`config.mk`:
```
export PLATFORM = sky130hd
export DESIGN_NAME = pc_fetch_unit
export DESIGN_NICKNAME = d
export VERILOG_FILES = /design/src/rtl/pc_pkg.sv /design/src/rtl/next_pc_calc.sv /design/src/rtl/pc_fetch_unit.sv
export SDC_FILE = /design/constraint.sdc
export NUM_CORES = 1
export LEC_CHECK = 0
export CAP_MARGIN = 20
export CORE_AREA = 3 3 147 149
export DETAILED_ROUTE_END_ITERATION = 6
export DIE_AREA = 0 0 150 152
export PLACE_DENSITY = 0.71
export SYNTH_ARGS = -nofsm -noshare
export SYNTH_HDL_FRONTEND = slang
export SYNTH_SLANG_ARGS = --single-unit
```
`constraint.sdc`:
```
create_clock -name clk -period 5.67 [get_ports clk]
set_input_delay 0.567 -clock clk [delete_from_list [all_inputs] [get_ports clk]]
set_output_delay 0.567 -clock clk [all_outputs]
set_load 0.005 [all_outputs]
```
`src/rtl/pc_pkg.sv`:
```
// Shared definitions for the PC fetch unit.
// Holds the next-PC select encodings, reset constants and the fetch FSM states.
package pc_pkg;

  localparam logic [1:0] PC_PLUS4     = 2'b00;
  localparam logic [1:0] PC_IMM       = 2'b01;
  localparam logic [1:0] PC_JALR      = 2'b10;
  localparam logic [1:0] PC_PLUS4_ALT = 2'b11;

  localparam logic [31:0] NOP_INSTR = 32'h0000_0013;

  typedef enum logic [1:0] {
    HALT  = 2'b00,
    FETCH = 2'b01,
    ISSUE = 2'b10,
    TRAP  = 2'b11
  } fetch_state_e;

endpackage

```
`src/rtl/next_pc_calc.sv`:
```
// Combinational next-PC selection with misalignment detection.
// All sums wrap at XLEN bits; JALR targets have bit 0 cleared.
module next_pc_calc
  import pc_pkg::*;
#(
  parameter int XLEN = 32
) (
  input  logic [XLEN-1:0] pc,
  input  logic [XLEN-1:0] imm,
  input  logic [XLEN-1:0] rs1_data,
  input  logic [1:0]      PCsrc,
  output logic [XLEN-1:0] next_pc,
  output logic            misaligned
);

  logic [XLEN-1:0] seq_pc;
  logic [XLEN-1:0] br_pc;
  logic [XLEN-1:0] jr_sum;

  assign seq_pc = pc + XLEN'(4);
  assign br_pc  = pc + imm;
  assign jr_sum = rs1_data + imm;

  always_comb begin
    next_pc = seq_pc;
    unique case (PCsrc)
      PC_IMM:  next_pc = br_pc;
      PC_JALR: next_pc = {jr_sum[XLEN-1:1], 1'b0};
      default: next_pc = seq_pc;
    endcase
  end

  // Word alignment only: bit 0 is either cleared or allowed through.
  assign misaligned = next_pc[1];

endmodule

```
`src/rtl/pc_fetch_unit.sv`:
```
// Program counter and instruction fetch sequencer.
// Fetches one word, issues it, and advances the PC on acknowledge.
module pc_fetch_unit
  import pc_pkg::*;
#(
  parameter int              XLEN     = 32,
  parameter logic [XLEN-1:0] RESET_PC = XLEN'(32'h0000_0000)
) (
  input  logic            clk,
  input  logic            rst,
  input  logic            run,
  input  logic [1:0]      PCsrc,
  input  logic [XLEN-1:0] imm,
  input  logic [XLEN-1:0] rs1_data,
  input  logic            instr_ack,
  output logic            imem_req,
  output logic [XLEN-1:0] imem_addr,
  input  logic [31:0]     imem_rdata,
  input  logic            imem_ready,
  output logic [XLEN-1:0] pc,
  output logic [XLEN-1:0] pc_plus4,
  output logic [31:0]     instr,
  output logic            instr_valid,
  output logic            misalign_err
);

  fetch_state_e state;
  fetch_state_e state_next;

  logic [XLEN-1:0] pc_q;
  logic [31:0]     instr_q;
  logic            err_q;

  logic [XLEN-1:0] next_pc;
  logic            misaligned;
  logic            fetch_done;
  logic            ack_go;

  next_pc_calc #(
    .XLEN(XLEN)
  ) u_next_pc (
    .pc        (pc_q),
    .imm       (imm),
    .rs1_data  (rs1_data),
    .PCsrc     (PCsrc),
    .next_pc   (next_pc),
    .misaligned(misaligned)
  );

  assign fetch_done = (state == FETCH) && imem_ready;
  assign ack_go     = (state == ISSUE) && instr_ack;

  always_ff @(posedge clk or posedge rst) begin
    if (rst) begin
      state <= HALT;
    end else begin
      state <= state_next;
    end
  end

  always_comb begin
    state_next = state;
    unique case (state)
      HALT: begin
        if (run) state_next = FETCH;
      end
      // run is not consulted here so an open request always completes
      FETCH: begin
        if (imem_ready) state_next = ISSUE;
      end
      ISSUE: begin
        if (instr_ack) begin
          if (misaligned)
            state_next = TRAP;
          else if (run)
            state_next = FETCH;
          else
            state_next = HALT;
        end
      end
      TRAP: begin
        state_next = TRAP;
      end
      default: state_next = HALT;
    endcase
  end

  // Decoded straight from state so reset drops the request at once.
  always_comb begin
    imem_req    = 1'b0;
    instr_valid = 1'b0;
    unique case (state)
      FETCH:   imem_req    = 1'b1;
      ISSUE:   instr_valid = 1'b1;
      default: begin
        imem_req    = 1'b0;
        instr_valid = 1'b0;
      end
    endcase
  end

  always_ff @(posedge clk or posedge rst) begin
    if (rst) begin
      pc_q    <= RESET_PC;
      instr_q <= NOP_INSTR;
      err_q   <= 1'b0;
    end else begin
      if (fetch_done)
        instr_q <= imem_rdata;
      if (ack_go) begin
        if (misaligned)
          err_q <= 1'b1;
        else
          pc_q <= next_pc;
      end
    end
  end

  assign pc           = pc_q;
  assign pc_plus4     = pc_q + XLEN'(4);
  assign imem_addr    = pc_q;
  assign instr        = instr_q;
  assign misalign_err = err_q;

endmodule
```
### Yosys cells after proc, flatten, opt, wreduce, memory -nomap -nowiden

Index checks and enable logic that the tools add are counted.
W data, S select, Z words.

* word-level logic and storage cells: 31
* input port bits: 103
* output and inout bits: 131
* register bits: 66

* add/sub/neg operators: 3
* equal/unequal tests: 8
* multiplexer cells: 9
* bitwise gates (word level): 1
* reductions and logical operators: 6

Operators by type and width (number)
* $add A32 B32 Y32: 2
* $pmux W32 S2: 1
* $add A32 B3 Y32 const B: 1
* $mux W2: 4
* $pmux W2 S4: 1
* $eq A2 B2 Y1 const B: 3
* $ne A2 B2 Y1 const B: 3
* $eq A2 B1 Y1 const B: 2
* $reduce_and A2 Y1: 2
* $mux W1: 3
* $reduce_and A3 Y1: 1
* $logic_and A1 B1 Y1: 2
* $logic_not A2 Y1: 1
* $not A1 Y1: 1

### Longest topological paths before layout

* depth after elaboration: 5
* depth in mapped cells: 11
* mapped depth without buffers: 11

### Cells and area by module

A second synthesis with hierarchy kept.

* cell total of the unflattened synthesis: 964
* area total of the unflattened synthesis: 8094.0 um^2

Modules (own cells, without submodules)
* next_pc_calc: seq. area each 0.0 um^2, area an instance 4710.8 um^2, instances 1, cells each 695
* pc_fetch_unit: seq. area each 1680.4 um^2, area an instance 3383.2 um^2, instances 1, cells each 269

### Least setup slack after synthesis

OpenSTA, ideal clock, no wires.

* kind: in2reg
* from: input imm[0]
* to: register pc_q[30], in the netlist imem_addr[30]
* path buffers: 0
* required time: 5588 ps
* slack: 2634 ps
* arrival time: 2954 ps
* library setup time: 82 ps
* stages: 11
* path through: and2_1 > fa_1 > a211oi_1 > o21bai_1 > a21o_2 > a31o_2 > a31oi_1 > o21ai_0 > o22ai_1 > mux2_2 > a31oi_1

* cells in the longest elaborated chain, start to end: 4
* elaborated cells between the ends (all ways): 5
* those cells by class: 2 x add/sub; 1 x mux; 1 x bitwise; 1 x reduce/logical

RTL lines
* start, declared: line pc_fetch_unit.sv:13 `input logic [XLEN-1:0] imm,`
* $add A32 B32 Y32 (on tied branches): line next_pc_calc.sv:22, next_pc_calc.sv:21
* $pmux W32 S2 (*): line next_pc_calc.sv:26 `unique case (PCsrc)`
* $not A1 Y1 (no line)
* $reduce_and A2 Y1 (no line)
* end signal, assigned: line pc_fetch_unit.sv:114 `pc_q <= next_pc;`
* end, declared: line pc_fetch_unit.sv:30 `logic [XLEN-1:0] pc_q;`

Mark *: on every way between the ends. The rest lies on a longest branch, timed or not.
A chain may end at the register's enable or synchronous reset.

### Worst setup path after layout

* from: register pc_q[2], in the netlist imem_addr[2]
* to: output pc_plus4[30]

* cells in the longest elaborated chain, start to end: 1

RTL lines
* $add A32 B3 Y32: line pc_fetch_unit.sv:120 `assign pc_plus4 = pc_q + XLEN'(4);`
* end, declared: line pc_fetch_unit.sv:21 `output logic [XLEN-1:0] pc_plus4,`

No other way between the ends.

==> summary.md <==
| Metric | Value |
|---|---|
| Status | finished, final reports clean |
| Leakage | around 4 nW |
| Tightest Hold Check Type | reg -> reg |
| Post-synth top cells | 79 x a21oi_1, 64 x ha_1, 64 x nand2_1, 63 x dfrtp_1, 56 x nor2_1 |
| Synthesized cell area | 7150 um^2 |
| Cells after DPL | roughly 1.3k |
| CP Capture Type | output pin |
| Post_cts resized | 0 |
| First-pass GRT wire length | between 30,000 and 40,000 um |
| Total number of vias | approximately 7.2k |
| Later-pin clock latency in the skew report | between 300 and 400 ps |
| CP top delay family | simple AND/OR/NAND/NOR gates |
| Total I/O pin count | between 200 and 250 |
| Synth Warn # | 0 |
| CTS tree | yes |
| Setup TNS | 0 ps |
| Routed wire per std cell | roughly 19 um |
| Tightest Pin Transition | roughly 1100 ps |
| # diodes | 0 |
| Place WS | roughly 1700 ps |
| Library cells used by synthesis | 76 |
| Synth async-reset ratio | between 90% and 100% |
| Max Cap Violations | 0 |
| Crit path DAT | approximately 3600 ps |
| Initial antenna violation count | 0 |
| Maximum number of pins on one net before global-route repair | 67 |
| Tot Pwr | around 0.0046 W |
| Tcrit/Tclk final | roughly 74% |
| Hold buffer count at CTS | 0 |
| Vias in the first global route | 7,065 |
| Starting Density | between 30% and 40% |
| Post-synth EDFFs | 0 |
| Cell Rows | 52 |
| Most common cell in the synthesized netlist | a21oi_1 |
| Cell Count, Final, Fillers Out | 1,307 |
| P_sw | approximately 0.0019 W |
| Yosys top cell by area | dfrtp_1 |
| Number of detailed-route iterations in the first pass | 4 |
| Yosys top cell area share | between 20% and 30% |
| Share of layout cells above drive strength 1 | between 8 and 9% |
| WP data required | 5100 ps |
| DR DRC count | 0 |
| Critical path startpoint category | register |
| Max stage delay on crit path | 570 ps |
| Slew headroom | roughly 27% |
| Slowest-stage cell, CP | clkdlybuf4s50_1 |
| Area growth syn-to-layout | 36.8% |
| Seq pwr share | between 20% and 30% |
| RSZ-0062 raised after global routing | false |
| Setup violations, final | 0 |
| Max Slew Vio Count | 0 |
| Comb power frac | 62.8% |
| Pwr dens | 470 nW/um^2 |
| Clock-pin slew on the worst setup and hold paths | ~60 ps |
| Post-synth top flop | dfrtp_1 |
| Clock skew after layout | ~5.3 ps |
| Num CTS Buffers | 9 |
| Crit Path Class | reg -> out |
| DIE HEIGHT | between 150 and 200 um |
| H-tree depth | 3 |
| Pint | 0.00272 W |
| Post-CTS setup buffer count | 0 |
| GRT Residual Overflow | 0 |
| Power share of the clock group | about an eighth |
| Buf/Inv on CP | 1 |
| Core area | 20,300 um^2 |
| Number of nets still failing antenna checks after routing | 0 |
| DRT Wirelength | 24,400 um |
| Buffers added on ports | 230 |
| Die W | about 150 um |
| Crit-path max FO | 7 |
| CTS root buf | clkbuf_16 |
| Overall Global Routing Usage | 20.8% |
| Setup WS post-layout | approximately 1500 ps |
| Seq cells post-synth | 66 |
| Die area | 22,800 um^2 |
| Post-detail-place hpwl | a little under 20,000 um |
| Minimum clock period | between 4000 and 5000 ps |
| Crit-path cells | ha_1 > nand4_1 > nor2_1 > and4_1 > nand3_4 > nor2_2 > nand3_1 > xnor2_1 > clkdlybuf4s50_1 |
| Fmax achieved | 0.237 GHz |
| Final net count | between 1k and 1.5k |
| Synthesized area per cell | roughly 8.4 um^2 |
| Vias per cell | ~5.5 |
| Sequential area share after synthesis | 23.2% |
| VDD IR max | between 150 and 200 uV |
| RePlAce Congestion | 0.902 |
| Hold Vio Cnt, Final | 0 |
| Top cells by area, synth | dfrtp_1 22%, ha_1 11%, xnor2_1 5.8% |
| Syn Inst Count | 850 |
| Number of clock sinks | 66 |
| DRT iter0 DRCs | ~570 |
| Sw Ratio | 40.8% |
| Deepest clock path buffer count | 2 |
-- layout by cell type (no fill, tap or decap), types with 4 or more instances in the layout --
master	instances
nor3_1	13
nor2b_1	7
a211oi_1	11
buf_4	8
o21a_1	7
a31oi_1	10
and3_1	17
a22oi_1	7
xor2_1	33
and3_4	4
nand4_1	11
o21ai_0	48
xnor2_1	47
nand2_1	64
ha_1	64
o21bai_1	8
a21o_1	33
nand3_1	26
a21oi_1	79
and4_1	5
inv_1	20
clkbuf_16	9
and2_1	5
o22a_1	4
clkdlybuf4s50_1	230
a221oi_1	16
dfrtp_1	63
nor2_1	56
o31ai_1	7
a311oi_1	5
o22ai_1	11
mux2_2	33
-- state kept, by name (all words and copies together) (netlist names) --
signal        flops
state             2
imem_addr        31
instr            32
misalign_err      1
-- path summary, 6_finish.rpt --
path	start	end	slack (ps)	depth (start not counted)
worst max-delay path	imem_addr[2]	pc_plus4[30]	1460	9
worst min-delay path	misalign_err	misalign_err	470	1
worst max register to register	imem_addr[6]	imem_addr[25]	2540	10
worst min register to register	misalign_err	misalign_err	470	1
max in group asynchronous	rst	imem_addr[19]	4290	3
min in group asynchronous	rst	instr[21]	810	3
-- final cells by class --
class	count	area, um^2
fill	1959	10500
clock inverter	6	90.1
multi-input combinational	696	5020
clock buffer	10	239
inverter	21	78.8
tap	270	338
sequential	66	1660
timing repair buffer	238	2360
-- layer usage --
metal  part of all wire [%]  vias up  GRT usage (%)
met5                      0        -              0
met4                    2.1        0           5.80
met3                    7.0       32           2.98
met2                     47      275           33.6
met1                     44     3422           28.9
li1                       -     3500              -
-- power groups by stage --
stage / sequential [W] / combinational [W] / clock, W
2_1_floorplan: 0.000989 / 0.00167 / 0
3_3_place_gp: 0.00109 / 0.00285 / 0
3_5_place_dp: 0.00111 / 0.00286 / 0
4_1_cts: 0.00110 / 0.00288 / 0.000620
5_1_grt: 0.00115 / 0.00314 / 0.000639
6_report: 0.00110 / 0.00288 / 0.000612
-- through the flow --
step	utilization, %	cell area (um^2)	hold slack, ps
4_1_cts	48.2	9780	471
5_1_grt	48.2	9780	487
3_3_place_gp	46.6	9450	447
6_report	48.2	9780	470
2_1_floorplan	-	7160	451
3_5_place_dp	46.6	9450	459
-- logic make-up after synthesis --
kind of cell	Yosys count	synth area share [%]
flops	66	23.2
simple gates	231	16.7
other cells	1	0.0525
buf+inv	90	6.83
mux	35	5.55
xor+xnor	80	9.80
fa+ha+maj	65	11.5
compound gates	282	26.4
-- worst register-to-register path, cell delays in order, from the launching register on --
cell and delay (ps):
dfrtp_1 550, ha_1 370, a211oi_1 280, o21a_1 160, nor3_1 90, o311ai_1 630, a31o_2 330, o21ai_2 80
xnor2_1 150, a221oi_2 300, nor2_1 60
Note: power is estimated with default switching activity, not from simulation.
